$ cat src/rtl/alu_core.sv
// 32-bit registered ALU with ARM-style {N,Z,C,V} flags and fixed 1-cycle latency.
// ADD/SUB/RSB share one WIDTH+1-bit adder; subtraction is done as A + ~B + 1.
module alu_core #(
  parameter int WIDTH = 32
) (
  input  logic             clk,
  input  logic             reset,
  input  logic [WIDTH-1:0] SrcA,
  input  logic [WIDTH-1:0] SrcB,
  input  logic [2:0]       ALUControl,
  output logic [WIDTH-1:0] ALUResult,
  output logic [3:0]       ALUFlags
);

  localparam logic [2:0] OP_MOV = 3'b000;
  localparam logic [2:0] OP_ADD = 3'b001;
  localparam logic [2:0] OP_SUB = 3'b010;
  localparam logic [2:0] OP_RSB = 3'b011;
  localparam logic [2:0] OP_AND = 3'b100;
  localparam logic [2:0] OP_ORR = 3'b101;
  localparam logic [2:0] OP_EOR = 3'b110;
  localparam logic [2:0] OP_LSL = 3'b111;

  logic [WIDTH-1:0] add_a;
  logic [WIDTH-1:0] add_b;
  logic             add_cin;
  logic [WIDTH:0]   add_sum;
  logic [WIDTH-1:0] result;
  logic             flag_n;
  logic             flag_z;
  logic             flag_c;
  logic             flag_v;
  logic             is_arith;

  // RSB swaps the operands so the minuend always lands on add_a.
  always_comb begin
    add_a   = SrcA;
    add_b   = SrcB;
    add_cin = 1'b0;
    case (ALUControl)
      OP_SUB: begin
        add_b   = ~SrcB;
        add_cin = 1'b1;
      end
      OP_RSB: begin
        add_a   = SrcB;
        add_b   = ~SrcA;
        add_cin = 1'b1;
      end
      default: ;
    endcase
  end

  assign add_sum  = {1'b0, add_a} + {1'b0, add_b} + {{WIDTH{1'b0}}, add_cin};
  assign is_arith = (ALUControl == OP_ADD) || (ALUControl == OP_SUB) || (ALUControl == OP_RSB);

  always_comb begin
    result = '0;
    case (ALUControl)
      OP_MOV:                 result = SrcB;
      OP_ADD, OP_SUB, OP_RSB: result = add_sum[WIDTH-1:0];
      OP_AND:                 result = SrcA & SrcB;
      OP_ORR:                 result = SrcA | SrcB;
      OP_EOR:                 result = SrcA ^ SrcB;
      OP_LSL:                 result = SrcA << SrcB[4:0];
      default:                result = '0;
    endcase
  end

  // Overflow on the adder inputs covers SUB/RSB too, since add_b is the inverted subtrahend.
  always_comb begin
    flag_n = result[WIDTH-1];
    flag_z = (result == '0);
    flag_c = is_arith & add_sum[WIDTH];
    flag_v = is_arith & (add_a[WIDTH-1] == add_b[WIDTH-1])
                      & (add_sum[WIDTH-1] != add_a[WIDTH-1]);
  end

  always_ff @(posedge clk) begin
    if (reset) begin
      ALUResult <= '0;
      ALUFlags  <= 4'b0000;
    end else begin
      ALUResult <= result;
      ALUFlags  <= {flag_n, flag_z, flag_c, flag_v};
    end
  end

endmodule

$ cat config.mk
export PLATFORM = sky130hd
export DESIGN_NAME = alu_core
export DESIGN_NICKNAME = d
export VERILOG_FILES = /design/src/rtl/alu_core.sv
export SDC_FILE = /design/constraint.sdc
export NUM_CORES = 1
export LEC_CHECK = 0
export ABC_AREA = 1
export BUFFER_PORTS_ARGS = -buffer_cell sky130_fd_sc_hd__buf_2
export CAP_MARGIN = 20
export CORE_UTILIZATION = 55
export DETAILED_ROUTE_END_ITERATION = 12
export PLACE_DENSITY = 0.89
export SETUP_SLACK_MARGIN = 0.1
export SYNTH_ARGS = -nofsm -noshare
export SYNTH_HDL_FRONTEND = slang
export SYNTH_SLANG_ARGS = --single-unit
$ cat constraint.sdc
create_clock -name clk -period 4.65 [get_ports clk]
set_input_delay 0.2325 -clock clk [delete_from_list [all_inputs] [get_ports clk]]
set_output_delay 0.2325 -clock clk [all_outputs]
set_load 0.02 [all_outputs]
==> flow_metrics.py <==
metrics = {
    "layout": {
        "fin_nets": 1682,
        "utilization": 0.613,
        "n_antenna_cell": 0,
        "drive_above_1_share": 0.100,
        "area_growth_pct": 7.90,
    },
    "worst_hold_path": {
        "holdPathStages": 3,
        "hp-class": "input pin to flip-flop",
    },
    "synth": {
        "synth_edf_count": 0,
        "ys_seq_area_frac": 0.0878,
        "ys_seq_elements": 35,
        "postSynthAreaPerCell_sq_um": 5.46,
        "yosysUniqueCellTypes": 44,
        "syn_nets": 1629,
        "synth_warnings": 0,
        "synthCells": 1462,
        "syn_area_sq_um": 7980,
        "synthArstFlopShare": 0,
        "synthFlopType": "dfxtp_1",
    },
    "clocking": {
        "cts_root_buf": "clkbuf_16",
        "path_clk_slew_ns": 0.06,
        "cts_htree_levels": 2,
        "ctsResizeCount": 0,
        "post_cts_buffers": 0,
        "hold_buffers": 0,
        "numCtsBuffers": 5,
        "cts_tree": "done",
        "cts_max_path_buffers": 2,
        "cts.sinks": 35,
    },
    "route": {
        "vias": 10400,
        "wl_microns": 31100,
        "drtPass1Iterations": 6,
        "ant_nets": 0,
        "wl_per_cell_microns": 18.3,
        "viasPerCell": 6.11,
        "route.detailed.drc": 0,
        "first_iter_violations": 1721,
    },
    "power": {
        "internal_power_w": 0.000919,
        "netSwitchingFraction": 0.503,
        "power.density_nw_per_um2": 215,
        "p_sw_w": 0.000932,
        "peakVddDrop_mv": 0.124,
        "clkPwrFrac": 0.200,
        "leakage_nw": 4.69,
        "p_comb_frac": 0.616,
        "p_seq_frac": 0.184,
    },
    "status": {
        "status": "complete, no violations",
    },
    "floorplanning": {
        "die_area_sq_um": 15000,
        "coreArea_sq_um": 14000,
        "num_rows": 43,
        "num_io_pins": 105,
        "die_y_microns": 122,
        "initial_core_util": 0.569,
        "die_w_microns": 122,
    },
    "critical_path": {
        "arrival_ns": 3.89,
        "required_ns": 4.87,
        "cp-end-kind": "flip-flop",
        "setup.worst_path.class": "input pin to flip-flop",
        "path_max_fanout": 65,
        "cp_cell_sequence": "buf_2, inv_1, nor2_2, inv_1, nor2_4, buf_4, a221oi_1, ha_1, nand3_2, nand2_2, fa_1, nand2_1, nand3_1, nand3_1, nand2_1, nand2_1, nand3b_1, nand3_1, nand4_1, nor2_1, nand3_1, nor2_1, nand2_1, nor2_1",
        "cpMaxStageDelayCell": "buf_4",
        "startpoint_type": "input pin",
        "slowest_delay_ns": 0.49,
    },
    "timing": {
        "period_share": 0.789,
        "relSlewSlack": 0.312,
        "setup_viol": 0,
        "final.setup.tns_ns": 0,
        "fin_crit_ns": 3.67,
        "tightest_slew_ns": 1.03,
        "whs_ns": 0.341,
        "maxSlewViolCount": 0,
        "rsz0062_at_grt": "false",
        "hold_viol_final": 0,
        "fmax_mhz": 272,
    },
    "global_route": {
        "antenna_found_initial": 0,
        "gr-usage-all-layers": 0.417,
        "grt_remaining_overflow": 0,
        "grt_pass1_wl_microns": 47700,
        "grt_max_degree": 66,
        "grt_pass1_vias": 8988,
    },
    "flow_run": {
        "maxCapViolCount": 0,
    },
    "placement": {
        "dpl.hpwl_microns": 24600,
        "gp_congestion": 1.07,
        "portBuffers": 104,
    },
}
cell usage after synthesis, types with 6 or more instances:
master	number	area share
a211oi_1	8	0.0075
a21oi_1	68	0.043
a31oi_1	13	0.010
buf_2	25	0.016
buf_4	6	0.0056
buf_6	6	0.0085
clkbuf_1	26	0.012
dfxtp_1	35	0.088
ha_1	97	0.15
inv_1	177	0.083
inv_2	8	0.0038
nand2_1	424	0.20
nand2_2	7	0.0055
nand3_1	226	0.14
nand3b_1	15	0.014
nand4_1	11	0.0086
nor2_1	132	0.062
nor3_1	9	0.0056
o211ai_1	12	0.011
o21ai_0	79	0.050
o22ai_1	31	0.024
per-stage QoR:
| step | cells | instance area, sq um | setup WS [ns] | total power, W |
|---|---|---|---|---|
| 5_1_grt | 1696 | 8610 | 0.595 | 0.00198 |
| 3_3_place_gp | 1688 | 8460 | 0.907 | 0.00143 |
| 6_report | 1696 | 8610 | 0.980 | 0.00185 |
| 2_1_floorplan | 1462 | 7980 | 1.40 | 0.00112 |
| 3_5_place_dp | 1688 | 8460 | 0.763 | 0.00144 |
| 4_1_cts | 1696 | 8610 | 1.06 | 0.00180 |
kinds of logic after synthesis:
family | Yosys count | synth area share
AOI/OAI and AO/OA | 235 | 0.174
DFF | 35 | 0.0878
buffers and inverters | 252 | 0.131
and+or+nand+nor | 842 | 0.453
adders and majority gates | 98 | 0.155
routing by layer:
| metal | global-route usage | vias to the layer above | part of all wire |
|---|---|---|---|
| li1 | - | 4932 | - |
| met1 | 0.587 | 4612 | 0.41 |
| met2 | 0.615 | 718 | 0.41 |
| met3 | 0.0892 | 94 | 0.14 |
| met4 | 0.158 | 0 | 0.039 |
| met5 | 0 | - | 0 |
flip-flops by register name, indices dropped and copies added (netlist names):
| name | cells |
|---|---|
| ALUResult | 32 |
| ALUFlags | 3 |
worst max-delay path: cells and delay by family:
family / cells / cell delay (ns)
simple gates: 17 / 1.81
buf+inv: 4 / 0.82
fa+ha+maj: 2 / 0.82
compound gates: 1 / 0.20
power groups by stage:
stage,combinational [W],sequential [W],clock (W)
detailed placement,0.00109,0.000347,0
CTS,0.00110,0.000341,0.000361
global route,0.00126,0.000345,0.000374
finish,0.00114,0.000340,0.000369
global placement,0.00108,0.000346,0
floorplan,0.000727,0.000392,0
cell type report:
type / instances / area (sq um)
inverter: 186 / 701
fill: 1490 / 5430
clock buffer: 8 / 156
sequential: 35 / 701
tap: 180 / 225
timing repair buffer: 112 / 581
multi-input combinational: 1175 / 6250
path summary, 6_finish.rpt:
kind,startpoint,endpoint
max,ALUControl[1],ALUFlags[2]
min,SrcB[28],ALUResult[28]
cell usage in the layout (no fill, tap or decap), types with 15 or more instances in the layout:
cell | netlist | final
o22ai_1 | 31 | 31
ha_1 | 97 | 97
nand3_1 | 226 | 226
o21ai_0 | 79 | 79
nand3b_1 | 15 | 15
buf_2 | 25 | 104
inv_1 | 177 | 177
dfxtp_1 | 35 | 35
a21oi_1 | 68 | 68
nand2_1 | 424 | 424
nor2_1 | 132 | 128
No activity file was read; power rests on OpenSTA's default activity.
